--- config.mk ---
export PLATFORM = sky130hd
export DESIGN_NAME = dragster_spi_responder_flat
export DESIGN_NICKNAME = d
export VERILOG_FILES = /design/src/rtl/dragster_spi_responder_pkg.sv /design/src/rtl/dragster_spi_responder_if.sv /design/src/rtl/dragster_spi_responder_spi_input_sync.sv /design/src/rtl/dragster_spi_responder.sv /design/src/flat_wrapper.sv
export SDC_FILE = /design/constraint.sdc
export NUM_CORES = 1
export LEC_CHECK = 0
export ABC_AREA = 1
export CORE_ASPECT_RATIO = 1.4
export CORE_UTILIZATION = 55
export DETAILED_ROUTE_END_ITERATION = 10
export PLACE_DENSITY = 0.78
export REMOVE_ABC_BUFFERS = 1
export SYNTH_ARGS = -nofsm -noshare
export SYNTH_HDL_FRONTEND = slang
export SYNTH_SLANG_ARGS = --single-unit
export TNS_END_PERCENT = 10
--- constraint.sdc ---
create_clock -name clk -period 1.7 [get_ports clk]
set_input_delay 0.17 -clock clk [delete_from_list [all_inputs] [get_ports clk]]
set_output_delay 0.17 -clock clk [all_outputs]
set_load 0.02 [all_outputs]
--- src/rtl/dragster_spi_responder_pkg.sv ---
// dragster_spi_responder_pkg: frame geometry, FSM encoding and default register map
package dragster_spi_responder_pkg;
    localparam int DRAGSTER_FRAME_BITS = 16;
    localparam int DRAGSTER_ADDR_BITS  = 8;
    localparam int DRAGSTER_RW_BIT     = 7;
    typedef enum logic [1:0] {ST_IDLE, ST_ADDR, ST_DATA, ST_DONE} state_t;
    localparam logic [6:0] REG_CTRL     = 7'h00;
    localparam logic [6:0] REG_GAIN     = 7'h01;
    localparam logic [6:0] REG_EXPOSURE = 7'h02;
    localparam logic [6:0] REG_MODE     = 7'h03;
endpackage

--- src/rtl/dragster_spi_responder_if.sv ---
// dragster_spi_responder_if: SPI mode-0 wire bundle between configurator and responder
interface dragster_spi_responder_if;
    logic sclk;
    logic ss_n;
    logic mosi;
    logic miso;
    modport master(output sclk, output ss_n, output mosi, input miso);
    modport slave(input sclk, input ss_n, input mosi, output miso);
endinterface

--- src/rtl/dragster_spi_responder_spi_input_sync.sv ---
// spi_input_sync: 2-FF synchronisers for sclk/ss_n/mosi plus edge pulses in the clk domain.
// sclk_fall port exists only when DRAGSTER_SPI_READBACK_EN is defined.
module spi_input_sync (
    input  logic clk,
    input  logic reset_n,
    input  logic sclk,
    input  logic ss_n,
    input  logic mosi,
    output logic sclk_rise,
`ifdef DRAGSTER_SPI_READBACK_EN
    output logic sclk_fall,
`endif
    output logic ss_fall,
    output logic ss_rise,
    output logic mosi_s
);
    logic [2:0] sclk_q, ss_q;
    logic [1:0] mosi_q;
    always_ff @(posedge clk or negedge reset_n) begin
        if (!reset_n) begin
            sclk_q <= 3'b000;
            ss_q   <= 3'b111;
            mosi_q <= 2'b00;
        end else begin
            sclk_q <= {sclk_q[1:0], sclk};
            ss_q   <= {ss_q[1:0], ss_n};
            mosi_q <= {mosi_q[0], mosi};
        end
    end
    assign sclk_rise = sclk_q[1] & ~sclk_q[2];
`ifdef DRAGSTER_SPI_READBACK_EN
    assign sclk_fall = ~sclk_q[1] & sclk_q[2];
`endif
    assign ss_fall = ~ss_q[1] & ss_q[2];
    assign ss_rise = ss_q[1] & ~ss_q[2];
    assign mosi_s  = mosi_q[1];
endmodule

--- src/rtl/dragster_spi_responder.sv ---
// dragster_spi_responder: SPI mode-0 slave decoding 16-bit register-write frames into a register file.
// DRAGSTER_SPI_READBACK_EN adds read frames returning regs[addr] on miso.
module dragster_spi_responder
    import dragster_spi_responder_pkg::*;
#(
    parameter int NUM_REGS   = 16,
    parameter int ADDR_WIDTH = 4
) (
    input  logic                      clk,
    input  logic                      reset_n,
    dragster_spi_responder_if.slave   spi,
    input  logic [ADDR_WIDTH-1:0]     rd_addr,
    output logic [7:0]                rd_data,
    output logic                      wr_strobe,
    output logic [ADDR_WIDTH-1:0]     wr_addr,
    output logic [7:0]                wr_data,
    output logic                      frame_error
);
    localparam logic [3:0] LAST_ADDR_BIT = 4'(DRAGSTER_ADDR_BITS - 1);
    localparam logic [3:0] LAST_BIT      = 4'(DRAGSTER_FRAME_BITS - 1);
`ifdef DRAGSTER_SPI_READBACK_EN
    localparam bit READBACK = 1'b1;
`else
    localparam bit READBACK = 1'b0;
`endif
    state_t state, state_nx;
    logic [3:0] bit_cnt;
    logic [6:0] shift;
    logic [7:0] hdr, byte_in;
    logic [7:0] regs [NUM_REGS];
    logic sclk_rise, ss_fall, ss_rise, mosi_s;
    logic in_frame, hdr_done, hdr_valid, commit, err;
`ifdef DRAGSTER_SPI_READBACK_EN
    logic sclk_fall;
`endif
    spi_input_sync u_sync (
        .clk       (clk),
        .reset_n   (reset_n),
        .sclk      (spi.sclk),
        .ss_n      (spi.ss_n),
        .mosi      (spi.mosi),
        .sclk_rise (sclk_rise),
`ifdef DRAGSTER_SPI_READBACK_EN
        .sclk_fall (sclk_fall),
`endif
        .ss_fall   (ss_fall),
        .ss_rise   (ss_rise),
        .mosi_s    (mosi_s)
    );
    assign byte_in   = {shift, mosi_s};
    assign in_frame  = (state == ST_ADDR) || (state == ST_DATA);
    assign hdr_done  = sclk_rise && state == ST_ADDR && bit_cnt == LAST_ADDR_BIT;
    assign hdr_valid = int'(hdr[6:0]) < NUM_REGS;
    assign rd_data   = int'(rd_addr) < NUM_REGS ? regs[rd_addr] : 8'h00;
    always_ff @(posedge clk or negedge reset_n) begin
        if (!reset_n) state <= ST_IDLE;
        else          state <= state_nx;
    end
    always_comb begin
        state_nx = state;
        commit   = 1'b0;
        err      = 1'b0;
        if (ss_fall) begin
            state_nx = ST_ADDR;
        end else if (ss_rise) begin
            state_nx = ST_IDLE;
            err      = in_frame;
        end else if (hdr_done) begin
            state_nx = ST_DATA;
        end else if (sclk_rise && state == ST_DATA && bit_cnt == LAST_BIT) begin
            state_nx = ST_DONE;
            commit   = !hdr[DRAGSTER_RW_BIT] && hdr_valid;
            err      = !hdr_valid && (!hdr[DRAGSTER_RW_BIT] || READBACK);
        end
    end
    always_ff @(posedge clk or negedge reset_n) begin
        if (!reset_n) begin
            bit_cnt     <= '0;
            shift       <= '0;
            hdr         <= '0;
            wr_strobe   <= 1'b0;
            frame_error <= 1'b0;
            wr_addr     <= '0;
            wr_data     <= '0;
            for (int i = 0; i < NUM_REGS; i++) regs[i] <= '0;
        end else begin
            wr_strobe   <= commit;
            frame_error <= err;
            if (ss_fall) bit_cnt <= '0;
            else if (sclk_rise && in_frame) begin
                shift <= byte_in[6:0];
                if (state_nx != ST_DONE) bit_cnt <= bit_cnt + 4'd1;
            end
            if (hdr_done) hdr <= byte_in;
            if (commit) begin
                regs[hdr[ADDR_WIDTH-1:0]] <= byte_in;
                wr_addr <= hdr[ADDR_WIDTH-1:0];
                wr_data <= byte_in;
            end
        end
    end
`ifdef DRAGSTER_SPI_READBACK_EN
    logic [7:0] tx;
    logic rd_act, miso_q;
    // tx is loaded at the 8th rise so its MSB can leave on the 8th fall
    always_ff @(posedge clk or negedge reset_n) begin
        if (!reset_n) begin
            tx     <= '0;
            rd_act <= 1'b0;
            miso_q <= 1'b0;
        end else if (ss_fall) begin
            rd_act <= 1'b0;
            miso_q <= 1'b0;
        end else if (hdr_done) begin
            rd_act <= byte_in[DRAGSTER_RW_BIT];
            tx     <= byte_in[DRAGSTER_RW_BIT] && int'(byte_in[6:0]) < NUM_REGS ? regs[byte_in[ADDR_WIDTH-1:0]] : 8'h00;
        end else if (sclk_fall && state == ST_DATA && rd_act) begin
            {miso_q, tx} <= {tx, 1'b0};
        end
    end
    assign spi.miso = miso_q && rd_act && !spi.ss_n && state == ST_DATA;
`else
    assign spi.miso = 1'b0;
`endif
endmodule

--- src/flat_wrapper.sv ---
// flat-port wrapper written by rule: the top's interface ports become plain ports
module dragster_spi_responder_flat import dragster_spi_responder_pkg::*;
#(
    parameter int NUM_REGS   = 16,
    parameter int ADDR_WIDTH = 4
)
  (clk, reset_n, rd_addr, rd_data, wr_strobe, wr_addr, wr_data, frame_error, spi_sclk, spi_ss_n, spi_mosi, spi_miso);
  dragster_spi_responder_if spi_i ();
  input  logic clk;
  input  logic reset_n;
  input  logic [ADDR_WIDTH-1:0] rd_addr;
  output logic [7:0] rd_data;
  output logic wr_strobe;
  output logic [ADDR_WIDTH-1:0] wr_addr;
  output logic [7:0] wr_data;
  output logic frame_error;
  input wire logic [$bits(spi_i.sclk)-1:0] spi_sclk;
  input wire logic [$bits(spi_i.ss_n)-1:0] spi_ss_n;
  input wire logic [$bits(spi_i.mosi)-1:0] spi_mosi;
  output wire logic [$bits(spi_i.miso)-1:0] spi_miso;
  assign spi_i.sclk = spi_sclk;
  assign spi_i.ss_n = spi_ss_n;
  assign spi_i.mosi = spi_mosi;
  assign spi_miso = spi_i.miso;
  dragster_spi_responder #(.NUM_REGS(NUM_REGS), .ADDR_WIDTH(ADDR_WIDTH)) u_core (.clk(clk), .reset_n(reset_n), .spi(spi_i), .rd_addr(rd_addr), .rd_data(rd_data), .wr_strobe(wr_strobe), .wr_addr(wr_addr), .wr_data(wr_data), .frame_error(frame_error));
endmodule
==> impl_metrics.tcl <==
set metrics [dict create \
    h-tree-depth 4 \
    cts_root_buf "clkbuf_16" \
    yosys-top-cells-count "nand2_1, dfrtp_1, inv_1" \
    cp-end-kind "flip-flop" \
    num_vias 6889 \
    first_global_vias 6434 \
    r2r_end "u_core.regs[80]$_DFFE_PN0P_" \
    postSynthAreaPerCell_um2 8.64 \
    clock.fmax_mhz 550 \
    p_leak_nw 4.46 \
    io_pins 32 \
    clock_skew_ns 0.00753 \
    drt-vias-per-instance 5.79 \
    cts_buffer_depth 2 \
    p_per_area_nw_per_um2 931 \
    path_clk_slew_ns 0.06 \
    start_kind "flip-flop" \
    clock_latency_ns 0.44 \
    hold_start "spi_ss_n" \
    cts_tree "yes" \
    violations "setup timing" \
    synth_adder_area_share_pct 0.477 \
    synth_compound_area_share_pct 18.1 \
    hpwl_um 12200 \
    min_period_ns 1.82 \
    grt_usage_pct 30.0 \
    drc 0 \
    synthTopCellsByArea "dfrtp_1, nand2_1, o21ai_0" \
    yosysUniqueCellTypes 29 \
    drive_above_1_share_pct 22.9 \
    worstMarginPinSlew_ns 0.697 \
    grt_first_pass_wirelength_um 32800 \
    p_int_w 0.00679 \
    cp_max_fo 8 \
    worst_slack_ns -0.118 \
    first_pass_iters 5 \
    n_antenna_cell 0 \
    grt_remaining_overflow 0 \
    die_h_um 143 \
    synth_simple_gate_area_share_pct 17.9 \
    combPwrFrac_pct 13.2 \
    place_congestion 0.851 \
    hold_violations 0 \
    synth-main-ff-cell "dfrtp_1" \
    synth_xor_area_share_pct 0.111 \
    min_path_cells 1 \
    grt_max_degree 46 \
    maxSlewViolCount 0 \
    seqPwrFrac_pct 45.5 \
    netlist.area_leader.share_pct 53.5 \
    synth_top_family_by_area "compound AO/OA/AOI/OAI gates" \
    p_clk_share_pct 41.3 \
    ir_drop_uv 727 \
    r2r_slack_ns -0.12 \
    numPortBuffers 30 \
    core_area_um2 13900 \
    p_sw_share_pct 26.2 \
    die_area_um2 14800 \
    synth.mux.area_fraction_pct 0 \
    synth_top_area_cell "dfrtp_1" \
    rr_worst_depth 10 \
    power_w 0.00920 \
    drt_wl_total_um 21600 \
    synth_edf_count 0 \
    p_sw_w 0.00241 \
    worstSetupPathType "reg2reg" \
    finalSetupViolCount 79 \
    area_growth_pct 25.6 \
    min_to "u_core.u_sync.ss_q[0]$_DFF_PN1_" \
    numClockSinks 171 \
    num-nets-final 1005 \
    ys_ff_latch 171 \
    die_w_um 103 \
    hold_class "in2reg" \
    antenna_left 0 \
    cts_made_buffers 17 \
    timing.rr.start "u_core.state[0]$_DFF_PN0_" \
    finalCritPeriodShare_pct 107 \
    crit_arrival_ns 2.17 \
    initialDrtViolationCount 666 \
    yosysSeqAreaShare_pct 54.5 \
    syn-cell-area_um2 7860 \
    wire_per_inst_um 18.1 \
    initial_core_util_pct 56.5 \
    synth_cells 910 \
    row_count 51 \
    cp.required_ns 2.05 \
    ys_warn_count 0 \
    synth.most_common_cell "nand2_1" \
    max-slew-margin-rel_pct 53.4 \
    status "finished with violations" \
    async_flop_share_pct 100 \
    tns_ns -2.70 \
    maxCapViolCount 0 \
    grt_antenna_before_repair 0 \
    grt_setup_unrepaired "yes" \
]
==> cell type report <==
type / count / area, um^2
multi-input combinational: 591 / 3310
clock inverter: 8 / 92.6
clock buffer: 23 / 478
timing repair buffer: 112 / 1100
sequential: 171 / 4280
inverter: 100 / 378
fill: 1049 / 4040
tap: 185 / 231
==> power groups by stage <==
stage          Sequential, W  Clock (W)  Combinational (W)
2_1_floorplan        0.00425          0           0.000412
3_3_place_gp         0.00425          0            0.00111
3_5_place_dp         0.00426          0            0.00113
4_1_cts              0.00419    0.00381            0.00114
5_1_grt              0.00419    0.00397            0.00130
6_report             0.00419    0.00379            0.00121
==> flip-flops by register name, indices dropped and copies added, names as in the netlist <==
| signal | count |
|---|---|
| u_core.shift | 7 |
| u_core.bit_cnt | 4 |
| u_core.u_sync.sclk_q | 3 |
| u_core.frame_error | 1 |
| u_core.hdr | 8 |
| u_core.u_sync.mosi_q | 2 |
| u_core.state | 2 |
| u_core.wr_addr | 4 |
| u_core.wr_strobe | 1 |
| u_core.regs | 128 |
| u_core.u_sync.ss_q | 3 |
| u_core.wr_data | 8 |
==> through the flow <==
| step | cells | instance area (um^2) | hold slack, ns | utilization, % | worst slack [ns] |
|---|---|---|---|---|---|
| after floorplan | 855 | 7540 | -0.126 | - | -0.414 |
| after global placement | 1135 | 8690 | 0.128 | 62.5 | -0.303 |
| after detailed placement | 1135 | 8690 | 0.119 | 62.5 | -0.297 |
| after CTS | 1182 | 9590 | 0.140 | 69.0 | -0.0277 |
| after global routing | 1190 | 9870 | 0.137 | 71.0 | -0.154 |
| final | 1190 | 9870 | 0.145 | 71.0 | -0.118 |
==> cells in the final DEF, fill, tap and decap left out, types with 21 or more instances in the layout <==
cell type	instances
nand2_1	189
dfrtp_1	168
inv_1	93
o21ai_0	85
o21ai_1	75
buf_4	58
nand3_1	46
a21oi_1	32
o211ai_1	32
o21ai_2	30
nand2_2	29
nor2_1	21
==> worst max path at each step <==
stage                                  startpoint                          end  slack, ns  depth (start not counted)
finish                  u_core.state[0]$_DFF_PN0_  u_core.regs[80]$_DFFE_PN0P_      -0.12                         10
global placement                       rd_addr[2]                   rd_data[0]      -0.30                          7
global route        u_core.bit_cnt[1]$_DFFE_PN0P_  u_core.regs[80]$_DFFE_PN0P_      -0.15                          9
floorplan               u_core.state[0]$_DFF_PN0_  u_core.regs[23]$_DFFE_PN0P_      -0.41                          9
detailed placement                     rd_addr[2]                   rd_data[0]      -0.30                          7
CTS                  u_core.regs[117]$_DFFE_PN0P_                   rd_data[5]      -0.03                          8
==> timing repair <==
| action | CTS | global route |
|---|---|---|
| pin swaps | 20 | 25 |
| hold buffers | 1 | 0 |
| endpoints found under the setup margin | 99 | 152 |
| gates cloned | 7 | 6 |
| buffers inserted | 9 | 4 |
| resized for setup | 74 | 88 |
| hold endpoints to repair | 36 | 0 |
==> kinds of logic after synthesis <==
kind of cell | after synthesis
DFF | 171
AOI/OAI and AO/OA | 256
and+or+nand+nor | 323
buffers and inverters | 155
other | 1
xor gates and xnor gates | 1
adders and majority gates | 3
==> critical path, stage by stage, from the launching register on <==
cell	delay, ns
dfrtp_1	0.41
inv_2	0.09
ha_4	0.13
nand3_4	0.07
nor2_4	0.11
nand3_2	0.11
nor2_4	0.16
buf_6	0.15
buf_12	0.15
nand2_4	0.12
o21ai_2	0.22
==> routing by layer <==
metal  wire length, um  track usage, %
met1              8290            37.5
met2             11000            49.5
met3              1380            5.89
met4               903            14.6
met5                 0               0
Power figures use the tool's default switching activity.
